File: src/rtl/ace_controller.sv
// ============================================================================
// ace_controller : one-line-per-request ACE master (fill / writeback / CleanUnique)
// Revision 1.0 : initial release
// ============================================================================
`default_nettype none

module ace_controller #(
   parameter int ADDR_WIDTH = 32,
   parameter int DATA_WIDTH = 32
) (
   input  logic                    clk,
   input  logic                    reset,
   // cache controller side
   input  logic                    read_req,
   input  logic                    write_req,
   input  logic                    invalid_req,
   input  logic [ADDR_WIDTH-1:0]   req_addr,
   input  logic [4*DATA_WIDTH-1:0] wb_line,
   output logic [4*DATA_WIDTH-1:0] rd_line,
   output logic                    ace_ready,
   output logic                    ace_error,
   // read address / snoop channel
   output logic                    arvalid,
   input  logic                    arready,
   output logic [ADDR_WIDTH-1:0]   araddr,
   output logic [3:0]              arsnoop,
   // read data channel
   input  logic                    rvalid,
   output logic                    rready,
   input  logic [DATA_WIDTH-1:0]   rdata,
   input  logic [3:0]              rresp,
   output logic                    rack,
   // write address channel
   output logic                    awvalid,
   input  logic                    awready,
   output logic [ADDR_WIDTH-1:0]   awaddr,
   // write data channel
   output logic                    wvalid,
   input  logic                    wready,
   output logic [DATA_WIDTH-1:0]   wdata,
   output logic                    wlast,
   // write response channel
   input  logic                    bvalid,
   output logic                    bready,
   input  logic [1:0]              bresp
);

   localparam logic [3:0] C_SNOOP_READ_SHARED = 4'b0001;
   localparam logic [3:0] C_SNOOP_CLEAN_UNIQ  = 4'b1011;

   typedef enum logic [3:0] {
      S_IDLE     = 4'd0,
      S_RD_ADDR  = 4'd1,
      S_RD_DATA  = 4'd2,
      S_INV_ADDR = 4'd3,
      S_INV_RESP = 4'd4,
      S_WR_ADDR  = 4'd5,
      S_WR_DATA  = 4'd6,
      S_WR_RESP  = 4'd7,
      S_DONE     = 4'd8
   } state_t;

   state_t                  state_q, state_d;
   logic [1:0]              cnt_q, cnt_d;
   logic [ADDR_WIDTH-1:0]   addr_q, addr_d;
   logic [4*DATA_WIDTH-1:0] wb_q, wb_d;
   logic [4*DATA_WIDTH-1:0] rd_q, rd_d;
   logic                    err_q, err_d;
   logic                    wr_q, wr_d;

   // Only the low two rresp bits carry the error status.
   logic                    unused_rresp_hi;
   assign unused_rresp_hi = ^rresp[3:2];

   always_ff @(posedge clk) begin
      if (reset) begin
         state_q <= S_IDLE;
         cnt_q   <= 2'd0;
         addr_q  <= '0;
         wb_q    <= '0;
         rd_q    <= '0;
         err_q   <= 1'b0;
         wr_q    <= 1'b0;
      end else begin
         state_q <= state_d;
         cnt_q   <= cnt_d;
         addr_q  <= addr_d;
         wb_q    <= wb_d;
         rd_q    <= rd_d;
         err_q   <= err_d;
         wr_q    <= wr_d;
      end
   end

   always_comb begin
      state_d   = state_q;
      cnt_d     = cnt_q;
      addr_d    = addr_q;
      wb_d      = wb_q;
      rd_d      = rd_q;
      err_d     = err_q;
      wr_d      = wr_q;
      arvalid   = 1'b0;
      arsnoop   = 4'b0000;
      rready    = 1'b0;
      rack      = 1'b0;
      awvalid   = 1'b0;
      wvalid    = 1'b0;
      wdata     = '0;
      wlast     = 1'b0;
      bready    = 1'b0;
      ace_ready = 1'b0;
      ace_error = 1'b0;

      case (state_q)
         S_IDLE: begin
            // Writeback wins so a dirty victim leaves before its replacement fill.
            if (write_req || read_req || invalid_req) begin
               addr_d = req_addr;
               wb_d   = wb_line;
               err_d  = 1'b0;
               wr_d   = write_req;
               if (write_req)     state_d = S_WR_ADDR;
               else if (read_req) state_d = S_RD_ADDR;
               else               state_d = S_INV_ADDR;
            end
         end
         S_RD_ADDR: begin
            arvalid = 1'b1;
            arsnoop = C_SNOOP_READ_SHARED;
            if (arready) begin
               cnt_d   = 2'd0;
               state_d = S_RD_DATA;
            end
         end
         S_RD_DATA: begin
            rready = 1'b1;
            if (rvalid) begin
               rd_d[cnt_q*DATA_WIDTH +: DATA_WIDTH] = rdata;
               if (|rresp[1:0]) err_d = 1'b1;
               cnt_d = cnt_q + 2'd1;
               if (cnt_q == 2'd3) state_d = S_DONE;
            end
         end
         S_INV_ADDR: begin
            arvalid = 1'b1;
            arsnoop = C_SNOOP_CLEAN_UNIQ;
            if (arready) state_d = S_INV_RESP;
         end
         S_INV_RESP: begin
            rready = 1'b1;
            if (rvalid) begin
               if (|rresp[1:0]) err_d = 1'b1;
               state_d = S_DONE;
            end
         end
         S_WR_ADDR: begin
            awvalid = 1'b1;
            if (awready) begin
               cnt_d   = 2'd0;
               state_d = S_WR_DATA;
            end
         end
         S_WR_DATA: begin
            wvalid = 1'b1;
            wdata  = wb_q[cnt_q*DATA_WIDTH +: DATA_WIDTH];
            wlast  = (cnt_q == 2'd3);
            if (wready) begin
               cnt_d = cnt_q + 2'd1;
               if (cnt_q == 2'd3) state_d = S_WR_RESP;
            end
         end
         S_WR_RESP: begin
            bready = 1'b1;
            if (bvalid) begin
               if (|bresp) err_d = 1'b1;
               state_d = S_DONE;
            end
         end
         S_DONE: begin
            ace_ready = 1'b1;
            ace_error = err_q;
            rack      = ~wr_q;
            state_d   = S_IDLE;
         end
         default: begin
            state_d = S_IDLE;
         end
      endcase
   end

   assign rd_line = rd_q;
   assign araddr  = addr_q;
   assign awaddr  = addr_q;

endmodule

`default_nettype wire

File: config.mk
export PLATFORM = sky130hd
export DESIGN_NAME = ace_controller
export DESIGN_NICKNAME = d
export VERILOG_FILES = /design/src/rtl/ace_controller.sv
export SDC_FILE = /design/constraint.sdc
export NUM_CORES = 1
export LEC_CHECK = 0
export ABC_AREA = 1
export BUFFER_PORTS_ARGS = -buffer_cell sky130_fd_sc_hd__buf_4
export CAP_MARGIN = 40
export CORE_AREA = 3 3 172 174
export DETAILED_ROUTE_END_ITERATION = 8
export DIE_AREA = 0 0 175 177
export PLACE_DENSITY = 0.73
export SETUP_SLACK_MARGIN = 0.05
export SKIP_CTS_REPAIR_TIMING = 1
export SLEW_MARGIN = 20
export SYNTH_ARGS = -nofsm -noshare
export SYNTH_HDL_FRONTEND = slang
export SYNTH_SLANG_ARGS = --single-unit
File: constraint.sdc
create_clock -name clk -period 6.3 [get_ports clk]
set_input_delay 0.63 -clock clk [delete_from_list [all_inputs] [get_ports clk]]
set_output_delay 0.63 -clock clk [all_outputs]
set_load 0.05 [all_outputs]
==> results of run 1 <==
==> power by group <==
group / leakage (nW) / total (mW) / internal [mW] / switching [mW]
combinational: 4.46 / 3.70 / 1.03 / 2.67
sequential: 2.43 / 2.70 / 2.38 / 0.321
clock: 0.524 / 1.94 / 1.18 / 0.755
==> flip-flops by register name, indices dropped and copies added (netlist names) <==
| signal | count |
|---|---|
| rd_line | 128 |
| wb_q | 128 |
| araddr | 32 |
| state_q | 4 |
| cnt_q | 2 |
| err_q | 1 |
| wr_q | 1 |
==> layout make-up <==
cell class	instances	share of cell area, %
Multi-Input combinational cell	1269	33.6
Clock buffer	41	4.97
Tap cell	378	2.79
Inverter	37	0.855
Sequential cell	296	34.9
Antenna cell	5	0.0737
Timing Repair Buffer	462	21.4
Clock inverter	15	1.36
==> final timing paths <==
path                                      to  slack (ps)  cells after the start
worst max-delay path               wdata[16]        2750                      6
worst min-delay path                wb_q[21]         300                      3
worst max register to register  rd_line[110]        3160                      7
worst min register to register         err_q         460                      2
==> per-layer routing <==
layer,up-vias,global-route usage (%)
met4,0,10.5
li1,6432,-
met1,6095,32.6
met3,104,5.51
met2,613,46.7
met5,-,0
==> synth_stat cells (all sizes together) <==
| cell type | n |
|---|---|
| nor2 | 539 |
| dfxtp | 296 |
| o21ai | 260 |
| nand2 | 171 |
| a21oi | 165 |
| clkbuf | 90 |
| buf | 87 |
| nand3 | 78 |
| nand4 | 38 |
| inv | 34 |
| nor3 | 9 |
| ha | 6 |
| clkinv | 3 |
| conb | 1 |
| nand3b | 1 |
| or2 | 1 |
==> worst register-to-register path, cell delays in order (launching register included) <==
cell                       delay [ps]
sky130_fd_sc_hd__dfxtp_4          730
sky130_fd_sc_hd__inv_2            160
sky130_fd_sc_hd__ha_1             410
sky130_fd_sc_hd__nor2_2           620
sky130_fd_sc_hd__clkinv_1         670
sky130_fd_sc_hd__nor2_1           280
sky130_fd_sc_hd__nand2_2           80
sky130_fd_sc_hd__a21oi_2          120
==> metrics by stage <==
| stage | worst slack (ps) | cell area (µm²) | total power [mW] | utilization (%) | hold WS [ps] |
|---|---|---|---|---|---|
| global placement | 2860 | 15600 | 6.22 | 56.0 | 447 |
| global route | 2630 | 17000 | 8.84 | 60.8 | 292 |
| floorplan | 3140 | 12700 | 5.48 | - | 431 |
| finish | 2750 | 17000 | 8.33 | 60.8 | 302 |
| CTS | 2840 | 16900 | 8.33 | 60.3 | 281 |
| detailed placement | 2940 | 15800 | 6.37 | 56.5 | 446 |
==> cell families after synthesis <==
| logic type | after synthesis | synth area share, % |
|---|---|---|
| other cells | 1 | 0.0294 |
| fa+ha+maj | 6 | 0.589 |
| flops | 296 | 46.5 |
| simple gates | 837 | 27.1 |
| buf+inv | 214 | 8.75 |
| compound gates | 425 | 17.0 |
==> qor.csv, run 1 <==
metric,value,unit
seq_area,0.00593,mm²
critical_path_required,5670,ps
synth-seq-cells,296,
total_negative_slack,0,ps
mostFrequentLayoutCells,"sky130_fd_sc_hd__nor2_1 (531), sky130_fd_sc_hd__buf_4 (452), sky130_fd_sc_hd__dfxtp_1 (294), sky130_fd_sc_hd__o21ai_0 (225), sky130_fd_sc_hd__nand2_1 (158)",
synth.cell_area,0.0127,mm²
crit_top_cell,sky130_fd_sc_hd__buf_4,
setup_viol,0,
regToRegStartpoint,cnt_q[0],
synth_area_per_cell,7.16,µm²
timing.hold.worst.start,wb_line[21],
layout_commonest_cell,sky130_fd_sc_hd__nor2_1,
nFillCells,2600,
clock-skew-final,11.7,ps
mappedNetlistNets,1993,
synth_top_cell_by_area,sky130_fd_sc_hd__dfxtp_1,
max_cap_viol_count,0,
synthCells,1779,
layout-drive-gt1-share,26.1,%
grt_first_pass_wirelength,67.5,mm
crit_path_top_delay_cell,sky130_fd_sc_hd__dfxtp_4,
dp.final_hpwl,30.5,mm
slew_headroom,44.5,%
grt_util_all_layers,26.8,%
ports_placed_on_the_boundary,445,
status,"complete, no violations",
yosysWarnings,0,
clock_tree_from_tritoncts,done,
timing.critical_path.max_delay_family,buffers and inverters,
die-area,0.0310,mm²
hold_viol_final,0,
clk_pin_slew,60,ps
die_h,177,µm
avgViaCountPerCell,5.29,
gp_congestion,0.892,
ys_types,30,
layoutNonFillerInstCount,2503,
multi_input_gate_area_in_the_final_layout,0.00571,mm²
io_buffers,441,
timing.setup.critical_path_class,register to output port,
post-synth-top-area-fraction,46.5,%
grt_start_max_net_pins,104,
peakVddDrop,0.000376,V
die_w,175,µm
worstHoldPathType,input port to register,
start_kind,register,
max-clock-path-buffers,3,
worst-path-max-fanout,64,
worst_path_arrival_time,2920,ps
std_cell_rows,61,
power.static_leakage,7.41,nW
worstMarginPinSlew,829,ps
crit_path_max_incr_delay,730,ps
grt_antenna_before_repair,4,
drt_iter0_drc,1260,
drt_wl_total,44.5,mm
critical_path_buf_inv_count,4,
grt_remaining_overflow,0,
final_net_count,2310,
met3_length,3.93,mm
p_per_area,491,mW/mm²
detailedRoute.firstPassIterationCount,7,
tritoncts_buffer_count,30,
cp_cell_sequence,inv_2 -> buf_4 -> buf_16 -> o21ai_0 -> a21oi_1 -> buf_4,
cts_num_sinks,296,
setup_repair_after_global_routing_missed_its_margin,no,
synth_sequential_area_ratio,46.5,%
h-tree-depth,1,
achievable-frequency,0.282,GHz
wire_per_inst,17.8,µm
route.detailed.drc,0,
min_period,3550,ps
syn_to_final_growth,33.2,%
netlist_top_cells_area,"sky130_fd_sc_hd__dfxtp_1 (46%), sky130_fd_sc_hd__nor2_1 (16%), sky130_fd_sc_hd__o21ai_0 (8.8%), sky130_fd_sc_hd__a21oi_1 (6.1%), sky130_fd_sc_hd__nand2_1 (4.7%)",
endpoint_kind,output port,
initial_core_util,45.6,%
cp-startpoint,cnt_q[0],
number_of_global_route_vias_before_repair,12170,
wl_met2,21.7,mm
dp_cells,2437,
placeableCoreArea,0.0279,mm²
ant_nets,0,
maxSlewViolCount,0,
top_layer_used,met4,
dr_total_vias,13244,
clockRootBuffer,sky130_fd_sc_hd__clkbuf_16,
clk_latency,550,ps
timing.final.crit_share,56.4,%
route.layer.met1.wl,17.0,mm
Power figures use the tool's default switching activity.
==> run 2: changes to the inputs <==
ABC_AREA = 0   (was 1)
CORE_AREA = 3 3 170 172   (was 3 3 172 174)
DIE_AREA = 0 0 173 175   (was 0 0 175 177)
PLACE_DENSITY = 0.72   (was 0.73)
clock period = 3.3 ns   (was 6.3 ns; I/O delays follow)
==> run 2 against run 1 <==
Net effect:
- worst hold slack worse by 230 ps
- wire length down 10%
- power up 66%
- combinational power up 39%
- sequential cell count unchanged
- sequential power up 80%
==> qor.csv, run 2 <==
metric,value,unit,change
status,"complete, no violations",,
max_cap_viol_count,0,,unchanged
cts_num_sinks,296,,unchanged
multi_input_gate_area_in_the_final_layout,0.00533,mm²,-6.5%
crit_path_top_delay_cell,sky130_fd_sc_hd__dfxtp_1,,
grt_first_pass_wirelength,61.2,mm,-9.2%
grt_util_all_layers,24.8,%,-2.1 points
clk_latency,500,ps,-50 ps
io_buffers,441,,unchanged
worst-path-max-fanout,28,,-56%
clk_pin_slew,60,ps,about the same
yosysWarnings,0,,unchanged
total_negative_slack,0,ps,unchanged
h-tree-depth,2,,+1
worst_hold_slack,74.1,ps,-228 ps
synth_top_cells_by_count,"sky130_fd_sc_hd__nand2_1 (461), sky130_fd_sc_hd__dfxtp_1 (296), sky130_fd_sc_hd__a21oi_1 (292)",,
total_switching_power,5.42,mW,+45%
layout_commonest_cell,sky130_fd_sc_hd__buf_4,,
tritoncts_buffer_count,34,,+13%
die-area,0.0303,mm²,-2.3%
layout-drive-gt1-share,30.9,%,+4.8 points
clock_tree_from_tritoncts,done,,
synth.cell_area,0.0121,mm²,-4.7%
drt_iter0_drc,1012,,-20%
synth-seq-cells,296,,unchanged
synth_async_sr_flop_share,0,%,unchanged
detailedRoute.firstPassIterationCount,6,,-1
synth_enable_flop_cells,0,,unchanged
crit_top_cell,sky130_fd_sc_hd__buf_4,,
maxSlewViolCount,0,,unchanged
die_h,175,µm,-1.1%
placeableCoreArea,0.0276,mm²,-1.1%
std_cell_rows,61,,unchanged
number_of_global_route_vias_before_repair,11254,,-7.5%
setup_viol,0,,unchanged
synth_sequential_area_ratio,48.8,%,+2.3 points
slew_headroom,51.5,%,+7.0 points
postLayoutCoreUtil,59.7,%,-1.0 points
sw_frac_of_total,39.3,%,-5.6 points
power.combinational.fraction,37.1,%,-7.3 points
endpoint_kind,output port,,
max-clock-path-buffers,3,,unchanged
gp_congestion,0.857,,-3.9%
grt_remaining_overflow,0,,unchanged
nFillCells,2527,,-2.8%
mostFrequentLayoutCells,"sky130_fd_sc_hd__buf_4 (461), sky130_fd_sc_hd__nand2_1 (460), sky130_fd_sc_hd__dfxtp_1 (294), sky130_fd_sc_hd__a21oi_1 (292), sky130_fd_sc_hd__nand3_1 (129)",,
hold_viol_final,0,,unchanged
crit_path_max_incr_delay,790,ps,+60 ps
grt_antenna_before_repair,2,,-2
most_instantiated_flip_flop_cell_in_the_synthesis_netlist,sky130_fd_sc_hd__dfxtp_1,,
mappedNetlistNets,1695,,-15%
share_seq_of_total_power,35.2,%,+2.8 points
seq_area,0.00593,mm²,about the same
achievable-frequency,0.352,GHz,
clkPwrFrac,27.7,%,+4.5 points
worst_path_arrival_time,2510,ps,-410 ps
syn_to_final_growth,35.8,%,
route.detailed.drc,0,,unchanged
post-synth-top-area-fraction,48.8,%,+2.3 points
drt_wl_total,39.8,mm,-10%
min_period,2840,ps,
critical_path_required,2970,ps,-2700 ps
ys_types,41,,+37%
final_net_count,2036,,-12%
synthCells,1481,,-17%
timing.final.crit_share,86.1,%,
synth_top_cell_by_area,sky130_fd_sc_hd__dfxtp_1,,
intPower,8.38,mW,+82%
grt_start_max_net_pins,117,,+13%
netlist_top_cells_area,"sky130_fd_sc_hd__dfxtp_1 (49%), sky130_fd_sc_hd__nand2_1 (14%), sky130_fd_sc_hd__a21oi_1 (12%), sky130_fd_sc_hd__mux4_2 (5.9%), sky130_fd_sc_hd__nand3_1 (5.3%)",,
avgViaCountPerCell,5.29,,about the same
dp.final_hpwl,27.6,mm,-9.6%
cp_cell_sequence,nor2b_2 -> buf_4 -> and3_1 -> buf_4,,
p_per_area,836,mW/mm²,+70%
worstMarginPinSlew,727,ps,-103 ps
initial_core_util,44.0,%,-1.6 points
start_kind,register,,
wire_per_inst,17.9,µm,+0.97%
die_w,173,µm,-1.1%
timing.setup.critical_path_class,register to output port,,
power.static_leakage,6.93,nW,-6.5%
synth.most_common_cell,sky130_fd_sc_hd__nand2_1,,
setup_repair_after_global_routing_missed_its_margin,no,,
ports_placed_on_the_boundary,445,,unchanged
synth_area_per_cell,8.20,µm²,+15%
peakVddDrop,0.000752,V,+100%
clockRootBuffer,sky130_fd_sc_hd__clkbuf_16,,
worstHoldPathType,input port to register,,
ant_nets,0,,unchanged
clock-skew-final,14.2,ps,+2.56 ps
dr_total_vias,11748,,-11%
==> run 2: path summary, 6_finish.rpt <==
check                                   end         start  cells past startpoint  slack (ps)
worst max register to register  rd_line[96]    state_q[1]                      6         790
worst min register to register  rd_line[34]   rd_line[34]                      2         450
worst min-delay path              wb_q[123]  wb_line[123]                      3          70
worst max-delay path               wdata[2]    state_q[2]                      4         460
==> run 2: through the flow <==
stage / power (mW) / setup slack (ps) / instances / instance area, µm²
after global routing: 14.5 / 359 / 2221 / 16500
after CTS: 13.9 / 503 / 2220 / 16500
final: 13.8 / 459 / 2221 / 16500
after floorplan: 8.76 / 449 / 1481 / 12200
after global placement: 9.92 / 935 / 2164 / 15400
after detailed placement: 10.0 / 836 / 2164 / 15400
==> run 2: cells by family (layout without fill, tap and decap cells) <==
group	Yosys count	in the layout	synth area share (%)
AND/OR/NAND/NOR	669	669	23.8
XOR/XNOR	1	1	0.0721
flip-flops	296	296	48.8
AO/OA/AOI/OAI	304	304	12.9
buffers and inverters	169	530	7.66
adder cells (fa/ha/maj)	6	6	0.618
multiplexers	35	35	6.19
other	1	2	0.0309
==> run 2: layout make-up <==
| cell class | count | area share [%] |
|---|---|---|
| Tap cell | 378 | 2.87 |
| Inverter | 6 | 0.136 |
| Multi-Input combinational cell | 1016 | 32.3 |
| Clock inverter | 5 | 0.485 |
| Sequential cell | 296 | 35.9 |
| Antenna cell | 1 | 0.0152 |
| Timing Repair Buffer | 468 | 21.8 |
| Clock buffer | 51 | 6.47 |
==> run 2: critical path: cells and delay by family, from the launching register on <==
family / cells / cell delay, ps
flip-flops: 1 / 790
AND/OR/NAND/NOR: 2 / 620
buffers and inverters: 2 / 580
==> run 2: per-layer routing <==
metal	up-vias	wire length (µm)	part of all wire (%)	track usage [%]
met3	77	3600	9.0	7.21
met1	5529	15400	39	29.9
met5	-	20	0.050	0
met2	522	19500	49	42.2
met4	2	1330	3.3	9.19
li1	5618	-	-	-
==> run 2: power by group through the flow <==
stage	logic (mW)	clock network, mW	registers, mW
2_1_floorplan	3.44	0	5.32
3_3_place_gp	5.06	0	4.86
3_5_place_dp	5.13	0	4.91
4_1_cts	5.14	3.89	4.84
5_1_grt	5.56	4.04	4.94
6_report	5.13	3.82	4.85
==> run 3: changes to the inputs <==
CORE_AREA = 2 2 174 176   (was 3 3 170 172)
DIE_AREA = 0 0 176 178   (was 0 0 173 175)
PLACE_DENSITY = 0.69   (was 0.72)
==> run 3 against run 2 <==
Net effect:
- sequential cell count stayed put
- sequential share of layout area hardly changed
- largest cell class unchanged
- critical endpoint is now wdata[4]
- worst setup slack worse by 51 ps
- critical path depth stayed put
- clock-buffer cell count is 8 lower
==> qor.csv, run 3 (synthesized netlist as in run 2, its figures left out) <==
metric,value,unit,change
worstHoldPathType,input port to register,,
power.combinational.fraction,36.8,%,-0.3 points
start_kind,register,,
post-place-ws,894,ps,+58.5 ps
detailedRoute.firstPassIterationCount,5,,-1
worstMarginPinSlew,698,ps,-29.1 ps
nFillCells,2686,,+6.3%
cts_num_sinks,296,,unchanged
io_buffers,441,,unchanged
total_switching_power,5.38,mW,-0.85%
hold_viol_final,0,,unchanged
clockRootBuffer,sky130_fd_sc_hd__clkbuf_16,,
post-route-cell-area,0.0165,mm²,about the same
number_of_global_route_vias_before_repair,10891,,-3.2%
max_cap_viol_count,0,,unchanged
die_w,176,µm,+1.7%
ant_nets,0,,unchanged
mostFrequentLayoutCells,"sky130_fd_sc_hd__buf_4 (461), sky130_fd_sc_hd__nand2_1 (460), sky130_fd_sc_hd__dfxtp_1 (294), sky130_fd_sc_hd__a21oi_1 (292), sky130_fd_sc_hd__nand3_1 (129)",,
clock-skew-final,6.71,ps,-7.53 ps
peakVddDrop,0.000848,V,+13%
die_h,178,µm,+1.7%
multi_input_gate_area_in_the_final_layout,0.00533,mm²,unchanged
avgViaCountPerCell,5.23,,-1.2%
achievable-frequency,0.346,GHz,-1.8%
syn_to_final_growth,35.8,%,about the same
grt_antenna_before_repair,0,,-2
hold_depth,3,,unchanged
drt_wl_total,39.0,mm,-2.2%
sw_frac_of_total,39.0,%,-0.29 points
clock_tree_from_tritoncts,done,,
antenna_cells,0,,-1
endpoint_kind,output port,,
max-clock-path-buffers,3,,unchanged
seq_area,0.00593,mm²,unchanged
p_per_area,835,mW/mm²,about the same
dp.final_hpwl,26.8,mm,-3.0%
layout-drive-gt1-share,31.1,%,+0.20 points
die-area,0.0313,mm²,+3.5%
grt_first_pass_wirelength,58.9,mm,-3.7%
timing.rr.end,wb_q[64],,
status,"complete, no violations",,
grt_start_max_net_pins,123,,+5.1%
ports_placed_on_the_boundary,445,,unchanged
worst-path-max-fanout,26,,-7.1%
setup_repair_after_global_routing_missed_its_margin,no,,
layout_commonest_cell,sky130_fd_sc_hd__buf_4,,
share_seq_of_total_power,35.1,%,about the same
regToRegStartpoint,state_q[3],,
timing.setup.critical_path_class,register to output port,,
gp_congestion,0.848,,-0.99%
reg2reg_depth,5,,-1
initial_core_util,41.3,%,-2.7 points
totalPowerFinal,13.8,mW,-0.11%
worst_slack_setup_final,409,ps,-50.9 ps
final_net_count,2031,,-0.25%
maxSlewViolCount,0,,unchanged
min_period,2890,ps,+50.9 ps
clk_latency,550,ps,+50 ps
clk_pin_slew,60,ps,about the same
timing.final.crit_share,87.6,%,+1.5 points
intPower,8.41,mW,+0.36%
grt_remaining_overflow,0,,unchanged
critical_path_required,2970,ps,about the same
dpl_cell_area,0.0153,mm²,about the same
std_cell_rows,63,,+3.3%
timing.hold.worst.start,wb_line[117],,
timing.hold.worst_endpoint,wb_q[117],,
wire_per_inst,17.5,µm,-2.6%
h-tree-depth,1,,-1
reg2reg_setup_slack,870,ps,+80 ps
drt_iter0_drc,917,,-9.4%
placeableCoreArea,0.0294,mm²,+6.4%
setup_viol,0,,unchanged
clkPwrFrac,28.1,%,+0.4 points
total_negative_slack,0,ps,unchanged
grt_util_all_layers,23.5,%,-1.3 points
route.detailed.drc,0,,unchanged
slew_headroom,53.4,%,+1.9 points
power.static_leakage,6.93,nW,about the same
worst_path_arrival_time,2560,ps,+50 ps
dr_total_vias,11658,,-0.77%
tritoncts_buffer_count,30,,-12%
[run 3: changes by cell type in the layout (fill, tap and decap cells not counted)]
cell | previous run | this run
sky130_fd_sc_hd__clkbuf_1 | 5 | 0
sky130_fd_sc_hd__clkbuf_16 | 37 | 31
sky130_fd_sc_hd__clkbuf_8 | 10 | 13
sky130_fd_sc_hd__clkinvlp_4 | 2 | 1
sky130_fd_sc_hd__bufinv_16 | 2 | 6
sky130_fd_sc_hd__buf_12 | 6 | 5
sky130_fd_sc_hd__diode_2 | 1 | 0
sky130_fd_sc_hd__clkinv_2 | 1 | 5
[run 3: power groups by stage]
stage / sequential, mW / combinational, mW / clock, mW
2_1_floorplan: 5.32 / 3.44 / 0
3_3_place_gp: 4.86 / 5.04 / 0
3_5_place_dp: 4.90 / 5.11 / 0
4_1_cts: 4.83 / 5.11 / 3.93
5_1_grt: 4.93 / 5.51 / 4.09
6_report: 4.83 / 5.07 / 3.88
[run 3: layout make-up]
class,count,area share [%]
clock buffers,43,5.70
clock inverters,12,1.29
inverters,6,0.136
multi-input cells,1016,32.3
flip-flops and latches,296,35.9
well taps,390,2.96
repair buffers,467,21.7
[run 3: metal layers]
metal  wire, µm  vias up  GRT usage (%)
met1      15600     5466           28.9
met3       2860       92           4.50
met4       1680        0           9.75
met2      18900      489           40.6
met5          0        -              0
li1           -     5611              -
[run 3: how the worst max path moves through the flow]
stage                      endpoint        from  depth (start not counted)
after floorplan                rack  state_q[2]                          4
after detailed placement   wb_q[40]  state_q[2]                          5
after global placement    wb_q[127]  state_q[2]                          5
after CTS                  wdata[4]  state_q[1]                          4
after global routing       wdata[4]  state_q[1]                          4
final                      wdata[4]  state_q[1]                          4
[run 3: stage by stage]
step	hold WS, ps	instances	util (%)
after floorplan	433	1481	-
after global placement	438	2175	52.2
after detailed placement	443	2175	52.2
after CTS	-3.61	2230	56.1
after global routing	10.6	2230	56.1
final	20.2	2230	56.1
[run 3: worst max-delay path, cell delays in order (launching register included)]
cell	delay, ps
sky130_fd_sc_hd__dfxtp_1	750
sky130_fd_sc_hd__nor2b_2	440
sky130_fd_sc_hd__buf_4	350
sky130_fd_sc_hd__and3_1	250
sky130_fd_sc_hd__buf_4	210
